`config.mk`:
```
export PLATFORM = sky130hd
export DESIGN_NAME = hb_ram_arbiter
export DESIGN_NICKNAME = d
export VERILOG_FILES = /design/src/rtl/hb_ram_arbiter_pkg.sv /design/src/rtl/hb_store_lane.sv /design/src/rtl/hb_ram_arbiter.sv
export SDC_FILE = /design/constraint.sdc
export NUM_CORES = 1
export LEC_CHECK = 0
export CAP_MARGIN = 20
export CELL_PAD_IN_SITES_DETAIL_PLACEMENT = 1
export CELL_PAD_IN_SITES_GLOBAL_PLACEMENT = 2
export CORE_MARGIN = 2
export CORE_UTILIZATION = 10
export CTS_CLUSTER_DIAMETER = 30
export DETAILED_ROUTE_END_ITERATION = 10
export GPL_TIMING_DRIVEN = 0
export PLACE_DENSITY_LB_ADDON = 0.2
export RECOVER_POWER = 100
export SLEW_MARGIN = 5
export SYNTH_ARGS = -nofsm -noshare
export SYNTH_HDL_FRONTEND = slang
export SYNTH_SLANG_ARGS = --single-unit
```
`constraint.sdc`:
```
create_clock -name clk -period 2.2 [get_ports clk]
set_input_delay 0.22 -clock clk [delete_from_list [all_inputs] [get_ports clk]]
set_output_delay 0.22 -clock clk [all_outputs]
set_load 0.02 [all_outputs]
```
`src/rtl/hb_ram_arbiter_pkg.sv`:
```
// hb_ram_arbiter_pkg: shared types and store lane helper for the high-speed bus RAM arbiter
package hb_ram_arbiter_pkg;
   typedef enum logic [1:0] {BYTE = 2'd0, HALF = 2'd1, WORD = 2'd2} store_width_t;
   typedef enum logic [1:0] {IDLE, CORE_RD, EXT_RD} arb_state_t;
   // Returns {mask, lane_data}; width 2'b11 falls through to a full word
   function automatic logic [35:0] store_mask_gen(input logic [1:0] width, input logic [1:0] addr,
                                                  input logic [31:0] wdata);
      return width == BYTE ? {4'b0001 << addr, {4{wdata[7:0]}}}
           : width == HALF ? {addr[1] ? 4'b1100 : 4'b0011, {2{wdata[15:0]}}}
           : {4'b1111, wdata};
   endfunction
endpackage

```
`src/rtl/hb_store_lane.sv`:
```
// hb_store_lane: converts a store width and byte offset into a RAM byte mask and lane-placed data
module hb_store_lane
   import hb_ram_arbiter_pkg::*;
(
   input  logic [1:0]  width,
   input  logic [1:0]  addr,
   input  logic [31:0] wdata,
   output logic [3:0]  mask,
   output logic [31:0] lane_data
);
   always_comb {mask, lane_data} = store_mask_gen(width, addr, wdata);
endmodule

```
`src/rtl/hb_ram_arbiter.sv`:
```
// hb_ram_arbiter: shares the single-port data RAM between the core data port and one external master
module hb_ram_arbiter
   import hb_ram_arbiter_pkg::*;
#(
   parameter int RAM_AW       = 12,
   parameter int EXT_MAX_WAIT = 4
) (
   input  logic              clk,
   input  logic              rst_sync,
   input  logic              core_read,
   input  logic              core_write,
   input  logic [1:0]        core_write_width,
   input  logic [31:0]       core_raddr,
   input  logic [31:0]       core_waddr,
   input  logic [31:0]       core_wdata,
   output logic [31:0]       core_rdata,
   output logic              core_stall_req,
   input  logic              ext_req,
   input  logic              ext_we,
   input  logic [31:0]       ext_addr,
   input  logic [3:0]        ext_wmask,
   input  logic [31:0]       ext_wdata,
   output logic              ext_gnt,
   output logic              ext_rvalid,
   output logic [31:0]       ext_rdata,
   output logic              ram_en,
   output logic              ram_we,
   output logic [3:0]        ram_wmask,
   output logic [RAM_AW-1:0] ram_addr,
   output logic [31:0]       ram_wdata,
   input  logic [31:0]       ram_rdata
);
   localparam int WCW = $clog2(EXT_MAX_WAIT + 1);
   localparam logic [WCW-1:0] WMAX = WCW'(EXT_MAX_WAIT);
   arb_state_t state;
   logic [WCW-1:0] wait_cnt;
   logic wr_done, core_wr, core_any, idle, ext_win, cw_win, cr_win;
   logic [3:0] lane_mask;
   logic [31:0] lane_data;
   logic unused_addr_bits;
   hb_store_lane u_lane (
      .width(core_write_width), .addr(core_waddr[1:0]), .wdata(core_wdata),
      .mask(lane_mask), .lane_data(lane_data)
   );
   // wr_done marks the store half of a combined load+store as already written
   assign core_wr  = core_write && !wr_done;
   assign core_any = core_read || core_write;
   assign idle     = state == IDLE && !rst_sync;
   assign ext_win  = idle && ext_req && (wait_cnt == WMAX || !(core_wr || core_read));
   assign cw_win   = idle && !ext_win && core_wr;
   assign cr_win   = idle && !ext_win && !core_wr && core_read;
   assign ext_gnt    = ext_win;
   assign ext_rvalid = !rst_sync && state == EXT_RD;
   assign ext_rdata  = ext_rvalid ? ram_rdata : '0;
   assign core_rdata = (!rst_sync && state == CORE_RD) ? ram_rdata : '0;
   assign core_stall_req = (ext_win || ext_rvalid) ? core_any : idle && core_read;
   assign ram_en    = ext_win || cw_win || cr_win;
   assign ram_we    = ext_win ? ext_we : cw_win;
   assign ram_wmask = ext_win ? (ext_we ? ext_wmask : 4'b0) : cw_win ? lane_mask : 4'b0;
   assign ram_addr  = ext_win ? ext_addr[RAM_AW+1:2] : cw_win ? core_waddr[RAM_AW+1:2]
                    : cr_win ? core_raddr[RAM_AW+1:2] : '0;
   assign ram_wdata = (ext_win && ext_we) ? ext_wdata : cw_win ? lane_data : '0;
   assign unused_addr_bits = ^{ext_addr[31:RAM_AW+2], ext_addr[1:0], core_raddr[31:RAM_AW+2],
                               core_raddr[1:0], core_waddr[31:RAM_AW+2]};
   always_ff @(posedge clk) begin
      if (rst_sync) begin
         state    <= IDLE;
         wait_cnt <= '0;
         wr_done  <= 1'b0;
      end else begin
         state    <= (ext_win && !ext_we) ? EXT_RD : cr_win ? CORE_RD : IDLE;
         wait_cnt <= (!ext_req || ext_win) ? '0 : wait_cnt == WMAX ? wait_cnt : wait_cnt + 1'b1;
         wr_done  <= core_read && (cw_win || (wr_done && !cr_win));
      end
   end
endmodule

```
# Word-level counts from Yosys, hierarchy flattened
# Cells that the tools add are included.
[classes]
bitwise = 0
n_lt_le_gt_ge = 0
multipliers = 0
mux = 17
n_div = 0
add_sub_neg = 1
n_reduce_logical = 35
eq_ne = 4
shifts = 1
[ops]
columns = ["operator", "n"]
rows = [
  ["$mux 32", 4],
  ["$mux 36", 2],
  ["$mux 12", 3],
  ["$mux 4", 4],
  ["$logic_and 1x1->1", 15],
  ["$logic_not 1->1", 8],
  ["$logic_or 1x1->1", 8],
  ["$eq 2x1->1 const B", 2],
  ["$logic_not 2->1", 2],
  ["$reduce_or 2->1", 2],
  ["$shl 1x2->4 const A", 1],
  ["$add 3x1->3 const B", 1],
  ["$eq 3x3->1 const B", 1],
  ["$mux 1", 3],
  ["$eq 2x2->1 const B", 1],
  ["$mux 2", 1],
]
[totals]
mem_count = 0
ram_bits = 0
inputBits = 204
wordCells = 62
reg_bits = 6
romBits = 0
latchBits = 0
out_inout_bits = 117

# Logic depth before layout (Yosys ltp)
[logic_depth]
word_depth = 14
depth_mapped = 8
depth_no_buf = 6

# Hierarchy
# Synthesis repeated with hierarchy kept, for this count alone.
[hier_totals]
cells_unflattened = 242
area_unflattened_um2 = 1985.7
[modules_own_cells]
columns = ["mod", "cells_each", "seq_area_each_um2", "area_per_inst_um2", "instances"]
rows = [
  ["hb_ram_arbiter", 182, 120.1, 1461.4, 1],
  ["hb_store_lane", 60, 0.0, 524.3, 1],
]

# Least setup slack after synthesis
# Ideal clock, no wire load.
[synth_path]
path_type = "reg-to-output"
startpoint = "reg wait_cnt[0]"
endpoint = "out core_stall_req"
path_stages_with_launch = 8
required_time_ns = 1.980
arrival_time_ns = 1.668
path_slack_ns = 0.312
path_buffers = 1
path_cell_list = "dfxtp_1 -> inv_1 -> ha_1 -> nand3_1 -> o21ai_2 -> buf_2 -> o21ai_1 -> a211oi_1"
[synth_via]
elab_chain_cells = 5
[synth_rtl]
columns = ["element", "line_no", "source"]
rows = [
  ["start, declared", "hb_ram_arbiter.sv:36", "logic [WCW-1:0] wait_cnt;"],
  ["start signal, assigned", "hb_ram_arbiter.sv:72", "wait_cnt <= (!ext_req || ext_win) ? '0 : wait_cnt == WMAX ? wait_cnt : wait_cnt + 1'b1;"],
  ["$eq 3x3->1", "hb_ram_arbiter.sv:49", "assign ext_win = idle && ext_req && (wait_cnt == WMAX || !(core_wr || core_read));"],
  ["$logic_or 1x1->1", "hb_ram_arbiter.sv:49", ""],
  ["$logic_and 1x1->1", "hb_ram_arbiter.sv:49", ""],
  ["$logic_or 1x1->1", "hb_ram_arbiter.sv:56", "assign core_stall_req = (ext_win || ext_rvalid) ? core_any : idle && core_read;"],
  ["$mux 1", "hb_ram_arbiter.sv:56", ""],
  ["end, declared", "hb_ram_arbiter.sv:17", "output logic core_stall_req,"],
]
# No other way between the ends.

# Worst setup path after layout
[layout_path]
startpoint = "reg state[0]"
endpoint = "out core_rdata[25]"
[layout_via]
elab_chain_cells = 3
[layout_rtl]
columns = ["element", "line_no", "source"]
rows = [
  ["start, declared", "hb_ram_arbiter.sv:35", "arb_state_t state;"],
  ["start signal, assigned", "hb_ram_arbiter.sv:71", "state <= (ext_win && !ext_we) ? EXT_RD : cr_win ? CORE_RD : IDLE;"],
  ["$eq 2x1->1", "hb_ram_arbiter.sv:55", "assign core_rdata = (!rst_sync && state == CORE_RD) ? ram_rdata : '0;"],
  ["$logic_and 1x1->1", "hb_ram_arbiter.sv:55", ""],
  ["$mux 32", "hb_ram_arbiter.sv:55", ""],
  ["end, declared", "hb_ram_arbiter.sv:16", "output logic [31:0] core_rdata,"],
]
# No other way between the ends.

==> results.json <==
{
  "cts_tree": "built",
  "synth_cell_types": 36,
  "worstPathMaxFanout": 10,
  "cap_violations": 0,
  "rr_worst_depth": 8,
  "yosysSeqAreaShare_pct": 6.71,
  "cts.sinks": 6,
  "clk_latency_ns": 0.23,
  "skew_ns": 0.000961,
  "critPathKind": "register to primary output",
  "critPathArrivalTime_ns": 1.92,
  "final-max-slew-violation-count": 0,
  "max_stage_delay_ns": 0.60,
  "netlist_top_cells_count": "and2_1, mux2i_1, o2bb2ai_1, a22o_1, and3_1",
  "initial_core_util_pct": 10.3,
  "avgRoutedWirePerCell_microns": 17.3,
  "root_buffer": "clkbuf_16",
  "htreeDepth": 1,
  "place_congestion": 0.766,
  "p_leak_nw": 2.50,
  "wl_microns": 12800,
  "cp_slowest_cell": "clkdlybuf4s50_1",
  "final_area_sq_um": 4810,
  "syn_to_final_growth_pct": 169,
  "vias": 3006,
  "hold_depth": 2,
  "dpl.hpwl_microns": 10900,
  "fin_nets": 722,
  "ctsLongestPathBuffers": 2,
  "drc_errors": 0,
  "synth-edff-count": 0,
  "synthCells": 239,
  "portBuffers": 261,
  "cp-end-kind": "primary output",
  "avgSynthCellArea_sq_um": 7.49,
  "vdd_drop_max_mv": 0.176,
  "grt-ovfl-total": 0,
  "ys.flop_type": "dfxtp_1",
  "tightestPinTransition_ns": 0.601,
  "fin_crit_sh_pct": 97.3,
  "antenna_found_initial": 0,
  "async_flop_share_pct": 0,
  "via_per_inst": 4.07,
  "synth_top_area_share_pct": 22.4,
  "setup_viol": 0,
  "relSlewSlack_pct": 59.9,
  "die_y_microns": 138,
  "syn_nets": 445,
  "syn_area_sq_um": 1790,
  "placed_area_sq_um": 4680,
  "synth_seq_cells": 6,
  "num_antenna_cells": 0,
  "cts.reportedPaths.clkPinSlew_ns": 0.03,
  "die_width_microns": 138,
  "grt_pass1_vias": 3318,
  "dr.pass1.iters": 4,
  "powerDensity_nw_per_um2": 238,
  "grt_max_degree": 11,
  "grt_pass1_wl_microns": 18500,
  "cp.required_ns": 1.98,
  "synth_most_common_cell": "and2_1",
  "hold_viol_final": 0,
  "rsz0062_at_grt": "true",
  "drtIter0Drc": 56,
  "antenna_left": 0,
  "crit_chain": "nor3b_4 > clkbuf_4 > and2_1 > clkdlybuf4s50_1",
  "total_power_mw": 1.14,
  "cts_buffers": 3,
  "hold_class": "input pin to register",
  "fmax_mhz": 467,
  "drive_above_1_share_pct": 21.2,
  "rows": 48,
  "status": "finished, final reports clean",
  "reg2reg_slack_ns": 0.72,
  "min_period_ns": 2.14,
  "coreArea_sq_um": 17400,
  "synth_warnings": 0,
  "synth_top_cell_by_area": "and2_1",
  "startpoint_type": "register",
  "grt_usage_pct": 12.7,
  "ys_top_cells_by_area": "and2_1, mux2i_1, o2bb2ai_1, a22o_1, a221o_1",
  "ios": 321,
  "die-area_sq_um": 19000
}
[placed cells by master, fill, tap and decap left out, types with 5 or more instances in the layout]
cell type        netlist  routed
clkdlybuf4s50_1        0     161
and2_1                64      64
buf_2                  7      44
mux2i_1               25      25
dlymetal6s2s_1         0      25
o2bb2ai_1             20      20
a22o_1                16      16
buf_4                  5      15
dlygate4sd2_1          0      14
and3_1                13      13
a221o_1               12      12
clkbuf_1               8      11
buf_6                  3       9
nand2_1                9       9
o21ai_0                9       9
clkdlybuf4s15_2        0       5
[report_power, final]
| part | switching [mW] | leakage, nW | internal, mW | total (mW) |
|---|---|---|---|---|
| logic | 0.312 | 2.41 | 0.410 | 0.722 |
| registers | 0.00567 | 0.0506 | 0.114 | 0.119 |
| clock network | 0.0684 | 0.0370 | 0.234 | 0.302 |
| total | 0.386 | 2.50 | 0.758 | 1.14 |
[layer usage]
metal  up-vias  track usage [%]  share of wire (%)
met3        10             4.86                 12
met5         -                0                  0
met4         0             2.21               0.86
met2       173             24.9                 52
met1      1382             12.8                 35
li1       1441                -                  -
[cells by family (layout without fill, tap and decap cells)]
family                     Yosys count  in the layout  synth area share [%]
AOI/OAI and AO/OA                   66             66                  30.3
xor gates and xnor gates             1              1                 0.490
buffers and inverters               28            303                  8.74
DFF                                  6              6                  6.71
adders and majority gates            2              2                  1.40
muxes                               25             25                  14.0
and+or+nand+nor                    111            111                  38.4
[critical path: cells and delay by family, from the launching register on]
kind | cells | cell delay [ns]
flip-flops | 1 | 0.42
AND/OR/NAND/NOR | 2 | 0.41
buffers and inverters | 2 | 0.85
[final timing paths]
kind	start	to
min	rst_sync	state[1]
max	state[0]	core_rdata[25]
min reg2reg	wr_done	wr_done
max reg2reg	wait_cnt[1]	wr_done
[per-stage QoR]
step | setup TNS (ns) | utilization [%] | setup slack [ns] | std cells | hold WS (ns)
final | 0 | 27.6 | 0.0599 | 739 | 0.250
after floorplan | 0 | - | 0.312 | 239 | 0.296
after global placement | -36.96 | 26.9 | -0.708 | 725 | 0.441
after detailed placement | -40.01 | 26.9 | -0.727 | 725 | 0.452
after CTS | -0.0662 | 27.6 | -0.0249 | 736 | 0.249
after global routing | -0.0562 | 27.6 | -0.0310 | 739 | 0.267
[layout make-up]
type                       count  area (sq um)
buffer                        24           220
clock buffer                   3          75.1
fill                        2069         12600
inverter                       4          15.0
multi-input combinational    205          1610
sequential                     6           125
tap                          225           282
timing repair buffer         272          2480
[flip-flops by register name (all words and copies together), names as in the netlist]
signal,count
state,2
wait_cnt,3
wr_done,1
[what timing repair did]
action	CTS	global route
hold buffers	0	0
endpoints found under the setup margin	114	77
resized for setup	251	56
pin swaps	2	3
buffers inserted	8	3
cloned	0	0
(Power assumes the default switching activity.)
